`config.mk`:
```
export PLATFORM = sky130hd
export DESIGN_NAME = vga_timing_gen
export DESIGN_NICKNAME = d
export VERILOG_FILES = /design/src/rtl/vga_timing_gen.sv
export SDC_FILE = /design/constraint.sdc
export NUM_CORES = 1
export LEC_CHECK = 0
export ABC_CLOCK_PERIOD_IN_PS = 6700
export CAP_MARGIN = 15
export CORE_MARGIN = 3
export CORE_UTILIZATION = 40
export CTS_CLUSTER_DIAMETER = 120
export DETAILED_ROUTE_END_ITERATION = 16
export GPL_TIMING_DRIVEN = 0
export HOLD_SLACK_MARGIN = 0.15
export PLACE_DENSITY_LB_ADDON = 0.08
export SLEW_MARGIN = 20
export SYNTH_ARGS = -nofsm -noshare
export SYNTH_HDL_FRONTEND = slang
export SYNTH_SLANG_ARGS = --single-unit
```
`constraint.sdc`:
```
create_clock -name vga_clk -period 6.7 [get_ports vga_clk]
set_input_delay 2.01 -clock vga_clk [delete_from_list [all_inputs] [get_ports vga_clk]]
set_output_delay 2.01 -clock vga_clk [all_outputs]
set_load 0.01 [all_outputs]
```
`src/rtl/vga_timing_gen.sv`:
```
// VGA raster timing: horizontal/vertical position counters with registered sync,
// visible-area and frame-start strobes aligned to the DrawX/DrawY of the same cycle.
module vga_timing_gen #(
  parameter int H_VISIBLE = 640,
  parameter int H_FRONT   = 16,
  parameter int H_SYNC    = 96,
  parameter int H_BACK    = 48,
  parameter int V_VISIBLE = 480,
  parameter int V_FRONT   = 10,
  parameter int V_SYNC    = 2,
  parameter int V_BACK    = 33
) (
  input  logic       vga_clk,
  input  logic       reset,
  output logic       hs,
  output logic       vs,
  output logic       blank,
  output logic [9:0] DrawX,
  output logic [9:0] DrawY,
  output logic       frame_start,
  output logic [7:0] frame_count
);

  localparam int HT = H_VISIBLE + H_FRONT + H_SYNC + H_BACK;
  localparam int VT = V_VISIBLE + V_FRONT + V_SYNC + V_BACK;

  localparam logic [9:0] H_MAX      = 10'(HT - 1);
  localparam logic [9:0] V_MAX      = 10'(VT - 1);
  localparam logic [9:0] H_VIS      = 10'(H_VISIBLE);
  localparam logic [9:0] V_VIS      = 10'(V_VISIBLE);
  localparam logic [9:0] HS_START   = 10'(H_VISIBLE + H_FRONT);
  localparam logic [9:0] HS_END     = 10'(H_VISIBLE + H_FRONT + H_SYNC);
  localparam logic [9:0] VS_START   = 10'(V_VISIBLE + V_FRONT);
  localparam logic [9:0] VS_END     = 10'(V_VISIBLE + V_FRONT + V_SYNC);

  logic [9:0] h_next;
  logic [9:0] v_next;
  logic       h_wrap;
  logic       v_wrap;

  // Wrap is detected on the terminal value, so neither counter ever reaches HT/VT.
  always_comb begin
    h_wrap = (DrawX == H_MAX);
    v_wrap = (DrawY == V_MAX);
    h_next = h_wrap ? 10'd0 : DrawX + 10'd1;
    v_next = DrawY;
    if (h_wrap) begin
      v_next = v_wrap ? 10'd0 : DrawY + 10'd1;
    end
  end

  // Strobes decode the next position so they line up with the registered counters.
  always_ff @(posedge vga_clk) begin
    if (reset) begin
      DrawX       <= 10'd0;
      DrawY       <= 10'd0;
      hs          <= 1'b1;
      vs          <= 1'b1;
      blank       <= 1'b1;
      frame_start <= 1'b0;
      frame_count <= 8'd0;
    end else begin
      DrawX       <= h_next;
      DrawY       <= v_next;
      hs          <= !((h_next >= HS_START) && (h_next < HS_END));
      vs          <= !((v_next >= VS_START) && (v_next < VS_END));
      blank       <= (h_next < H_VIS) && (v_next < V_VIS);
      frame_start <= (h_next == 10'd0) && (v_next == 10'd0);
      if (h_wrap && v_wrap) begin
        frame_count <= frame_count + 8'd1;
      end
    end
  end

endmodule

```
==> out/metrics.yaml <==
clock_network:
  cts_max_level: 2
  insertion_delay_ns: 0.28
  cts_tree: "built"
  clock-sinks: 32
  cts-root-buf: "clkbuf_8"
  cts_buffers: 5
  cts_resized: 0
  post-cts-setup-buffers: 0
  clock_path_buffers: 2
  cts.clk_slew.worst_paths_ns: 0.06
  holdBufCountCts: 0
synth:
  ys_async_sr_fraction: 0
  yosys_warnings: 0
  synth_nets: 211
  synth_top_area_frac: 0.3781
  yosysSeqAreaShare: 0.3781
  yosysTopAreaCell: "dfxtp_1"
  syn-mean-instance-area_sq_um: 8.264
  ys_top_cells_by_area: "dfxtp_1 38%, nor2_1 7.8%, xnor2_1 6.2%, xor2_1 4.7%, nand3_1 3.8%"
  synth-edff-count: 0
  synth-seq-cells: 32
  ys_types: 39
  syn_area_sq_mm: 0.001694
  synth_cells: 205
  synthFlopType: "dfxtp_1"
sta:
  relSlewSlack: 0.6664
  clock.fmax_mhz: 293.9
  drv_slew: 0
  finalCritPeriodShare: 0.5078
  rsz0062_at_grt: "no"
  worstMarginPinSlew_ns: 0.5003
  hold_violations: 0
  skew_ns: 0.003911
  final.setup.tns_ns: 0
  setup_viol: 0
  post-route-min-period_ns: 3.402
  finalWorstSetupSlack_ns: 3.298
floorplan:
  start_util: 0.4175
  die_h_microns: 71.08
  rows: 23
  core_area_sq_mm: 0.004058
  pin_count: 34
  fp.dieW_microns: 71.08
  die_area_sq_mm: 0.005052
drt:
  first_iter_violations: 64
  final_antenna_net_count: 0
  avgViaCountPerCell: 5.095
  wl_met1_microns: 1991
  dr_total_vias: 1508
  wl_per_cell_microns: 13.37
  route.met3.wl_microns: 128
  top_layer: "met4"
  met2_length_microns: 1749
  first_pass_iters: 4
  drc: 0
  totalWireLength_microns: 3958
critical_path:
  reg2reg_depth: 8
  cp.required_ns: 6.88
  ff2ff_setup_slack_ns: 3.88
  worst-path-max-fanout: 3
  end_kind: "flop"
  cp.arrival_ns: 3.59
  worstSetupPathType: "in2reg"
  cp-startpoint: "reset"
  cp-start-kind: "primary input"
  reg2reg_from: "DrawX[0]"
  r2r-end: "frame_start"
worst_hold_path:
  whs_endpoint: "frame_count[1]"
  hold_path_startpoint: "frame_count[1]"
  hold_class: "reg2reg"
  hold_depth: 2
final_layout:
  drive_gt1_frac: 0.05691
  diodes: 0
  area_growth_syn_to_layout_pct: 28.51
  post-route-util: 0.5365
  nets: 251
grt:
  grt_pass1_vias: 1496
  grt_max_degree: 11
  antenna_found_initial: 0
  grt-ovfl-total: 0
  grt_pass1_wl_microns: 6948
  grt_util_all_layers: 0.1719
power:
  ir_drop_mv: 0.08387
  p_total_mw: 0.3574
  p_per_area_mw_per_mm2: 164.2
  leakage_nw: 0.7790
place:
  gp_congestion: 0.8487
  dp_slack_ns: 2.969
  dp_hpwl_microns: 2916
  io_buffers: 33
run:
  maxCapViolCount: 0
status:
  status: "complete, no violations"
## state kept, by name (all words and copies together) (netlist names)
| signal | count |
|---|---|
| frame_start | 1 |
| DrawX | 10 |
| blank | 1 |
| DrawY | 10 |
| frame_count | 8 |
| vs | 1 |
| hs | 1 |
## layer usage
layer  track usage  vias up
met3       0.03835        9
li1              -      793
met4       0.07307        0
met5             0        -
met2        0.2636       28
met1        0.2323      678
## logic make-up (layout without fill, tap and decap cells)
| group | count (synthesis) | after routing | synth area share |
|---|---|---|---|
| AND/OR/NAND/NOR | 105 | 105 | 0.3323 |
| flip-flops | 32 | 32 | 0.3781 |
| AO/OA/AOI/OAI | 25 | 25 | 0.09675 |
| XOR/XNOR | 21 | 21 | 0.1086 |
| buffers and inverters | 16 | 57 | 0.04283 |
| adder cells (fa/ha/maj) | 4 | 4 | 0.02954 |
| multiplexers | 2 | 2 | 0.01182 |
## worst max-delay path, cell delays in order
cell,delay (ns)
clkdlybuf4s50_1,0.45
or3_1,0.37
or4b_1,0.48
a2111oi_2,0.28
## worst max path at each step
stage,end,cells after the start,slack (ns)
2_1_floorplan,frame_start,3,3.51
3_3_place_gp,frame_start,4,2.98
3_5_place_dp,frame_start,4,2.97
4_1_cts,frame_start,4,3.27
5_1_grt,frame_start,4,3.23
6_report,frame_start,4,3.30
## area by class of cell
cell class / instances / area (sq um)
clock buffers: 8 / 90.09
multi-input cells: 157 / 980.9
repair buffers: 33 / 330.3
well taps: 50 / 62.56
plain buffers: 12 / 57.56
fillers: 385 / 1881
inverters: 4 / 15.01
flip-flops and latches: 32 / 640.6
## power breakdown
group	switching (mW)	internal (mW)
clock network	0.0696	0.0837
registers	0.00173	0.192
logic	0.00562	0.00498
total	0.0769	0.280
## synthesized netlist by cell type (2+ instances only)
cell type and instances:
ha_1 4, nand2_1 16, inv_1 4, a31oi_1 2, nor4_1 2, or3_1 2, mux2i_1 2, o21ai_0 6
and4_1 3, nand4_1 7, dfxtp_1 32, clkbuf_1 9, nor2b_1 5, nor2_1 35, a22oi_1 2, nand3_1 13
or4b_1 2, xnor2_1 12, nor3_1 9, xor2_1 9, a21oi_1 7, o31ai_1 2, and3_1 4
## placed cells by master (no fill, tap or decap), types with 2 or more instances in the layout
cell type        synthesis  final
dfxtp_1                 32     32
nand2_1                 16     16
nor2b_1                  5      5
xor2_1                   9      9
nand4_1                  7      7
a31oi_1                  2      2
mux2i_1                  2      2
and3_1                   4      4
a21oi_1                  7      7
clkbuf_1                 9     11
clkdlybuf4s50_1          0     33
or3_1                    2      2
nand3_1                 13     13
o31ai_1                  2      2
inv_1                    4      4
a22oi_1                  2      2
or4b_1                   2      2
clkbuf_8                 0      6
and4_1                   3      3
nor3_1                   9      9
xnor2_1                 12     12
ha_1                     4      4
nor4_1                   2      2
nor2_1                  35     35
o21ai_0                  6      6
## metrics by stage
step / cell area [sq um] / std cells / hold slack (ns)
finish: 2177 / 296 / 0.4866
CTS: 2177 / 296 / 0.4916
detailed placement: 2087 / 288 / 0.4825
floorplan: 1694 / 205 / 0.5039
global placement: 2087 / 288 / 0.4833
global route: 2177 / 296 / 0.5213
No activity file was read; power rests on OpenSTA's default activity.
==> edit: new RTL, same settings <==
Make the reset (`reset`) asynchronous in one clocked block.
--- a/src/rtl/vga_timing_gen.sv
+++ b/src/rtl/vga_timing_gen.sv
@@ -50,7 +50,7 @@
   end
 
   // Strobes decode the next position so they line up with the registered counters.
-  always_ff @(posedge vga_clk) begin
+  always_ff @(posedge vga_clk or posedge reset) begin
     if (reset) begin
       DrawX       <= 10'd0;
       DrawY       <= 10'd0;
Function: differs if reset is asserted again (counterexample within 4 cycles, from zero or initial values and one cycle with reset high); with reset held inactive, the same outputs for 10 cycles.
==> edit against the unedited design <==
Critical path depth down 3. Sequential share of layout area up 5.0 points. Design area up 7.2%. Sequential cell count unchanged. Global-route usage about the same. Clock skew about the same. Worst setup slack better by 0.019 ns. Area after synthesis up 9.0%. Routed wire length up 4.5%. Utilization down 0.76 points. Critical path type is now register to output port.
Power is not compared: it rests on default switching activity, and its combinational part moved more than twofold at a synthesized area within 25%.
==> edit: results (changes against the unedited design) <==
[logic_synthesis]
synthTopCellsByCount=dfrtp_1, nand2_1, xnor2_1
synth_mux_area_frac=0.0176  ; +0.00580
synth_compound_area_frac=0.109  ; +0.0123
synthXorXnorAreaFrac=0.0989  ; -0.00965
synth_area_leaders=dfrtp_1, xnor2_1, dfstp_2, nand2_1, xor2_1
async_flop_share=1.00  ; +1.00
yosysSeqAreaShare=0.436  ; +0.0575
ys.flop_type=dfrtp_1
ys_types=49  ; +26%
syn_inst=180  ; -12%
syn_nets=186  ; -12%
synthAdderAreaFrac=0.0271  ; -0.00244

[global_routing]
gr-usage-met2=0.240  ; -0.0235
grt_util_all_layers=0.172  ; about the same
use_met3=0.0500  ; +0.0116
antenna_found_initial=0  ; unchanged
grt_max_degree=33  ; +22
grt_use_met1=0.245  ; +0.0130
grt_pass1_wl_microns=7200  ; +3.7%

[clock_tree]
insertion_delay_ns=0.29
cts_resized=0  ; unchanged
clkTransAtPathRegs_ns=0.07
htreeDepth=2  ; unchanged
numCtsBuffers=5  ; unchanged
cts.path.max_buffers=2  ; unchanged
cts_setup_buffers=0  ; unchanged
root_buffer=clkbuf_8

[placed_design]
routabilityCongestion=0.889  ; +4.7%
dp_hpwl_microns=3020  ; +3.6%
place_ws_ns=3.61  ; +0.639 ns

[setup_path]
cp_max_fo=8  ; +5
critPathLaunch=DrawY[0]
critPathSlowestCell=clkdlybuf4s50_1
crit_required_ns=4.69  ; -2.19 ns
max_stage_delay_ns=0.59  ; +0.11 ns
rr_startpoint=DrawX[0]
crit_family=buffers and inverters

[final_layout]
antenna_cells=0  ; unchanged
nNetsFinal=226  ; -10%
layout.cells.non_filler=273  ; -7.8%
largestRegisters=DrawX x10, DrawY x10, frame_count x8
drive_above_1_share=0.140  ; +0.0834

[worst_hold_path]
worstHoldStart=frame_count[7]
hold_path.class=register to register

[timing]
fin_skew_ns=0.00385  ; -0.0000642 ns
tightest_slew_ns=0.657  ; +0.157 ns

[detailed_routing]
drt-initial-drc-count=63  ; -1.6%
dr.pass1.iters=4  ; unchanged
wl_met3_microns=268  ; +110%
drt-met1-wl_microns=1960  ; -1.8%
num_vias=1503  ; -0.33%
routed.top_layer=met4
met2_wirelength_microns=1810  ; +3.6%
wl_per_cell_microns=15.1  ; +13%

[status]
outcome=finished, final reports clean

[power]
ir_worst_vdd_mv=0.0933

## edit: changes by cell type after synthesis, sizes merged, moves of 3 or more
cell	unedited run	this run
dfxtp	32	0
dfrtp	0	29
nor2	35	11
nand3	13	4
nor3	10	4
inv	4	9
nor2b	5	0
nor4	3	8
a21oi	7	3
nand4b	0	4
clkbuf	9	6
dfstp	0	3
o21ai	6	9
or4b	3	0
## edit: power breakdown
group / internal (mW) / total (mW) / switching, mW
logic: 0.000562 / 0.00422 / 0.00366
clock network: 0.0819 / 0.154 / 0.0718
registers: 0.193 / 0.193 / 0
total: 0.276 / 0.351 / 0.0754
## edit: cells by family (layout without fill, tap and decap cells)
group,after synthesis,in the layout
XOR/XNOR,20,20
multiplexers,3,3
flip-flops,32,32
AO/OA/AOI/OAI,29,29
AND/OR/NAND/NOR,74,74
adder cells (fa/ha/maj),4,4
buffers and inverters,18,59
## edit: final timing paths
check,end,slack [ns],cells after the start
setup / recovery,DrawY[0],3.32,1
hold / removal,frame_count[7],0.48,1
setup reg to reg,frame_start,4.30,7
hold reg to reg,frame_count[7],0.48,1
max in group asynchronous,DrawX[7],4.14,2
min in group asynchronous,DrawX[0],2.13,2
## edit: final cells by class
class	instances	area [sq um]
tap	52	65.1
clock buffer	6	82.6
sequential	32	805
fill	405	2080
buffer	9	85.1
timing repair buffer	33	330
clock inverter	2	10.0
inverter	9	33.8
multi-input combinational	130	923
## edit: through the flow
step                      hold slack [ns]  utilization  cell area [sq um]
after global routing                0.510        0.529               2330
after floorplan                     0.504            -               1850
final                               0.476        0.529               2330
after global placement              0.455        0.508               2240
after detailed placement            0.471        0.508               2240
after CTS                           0.482        0.529               2330
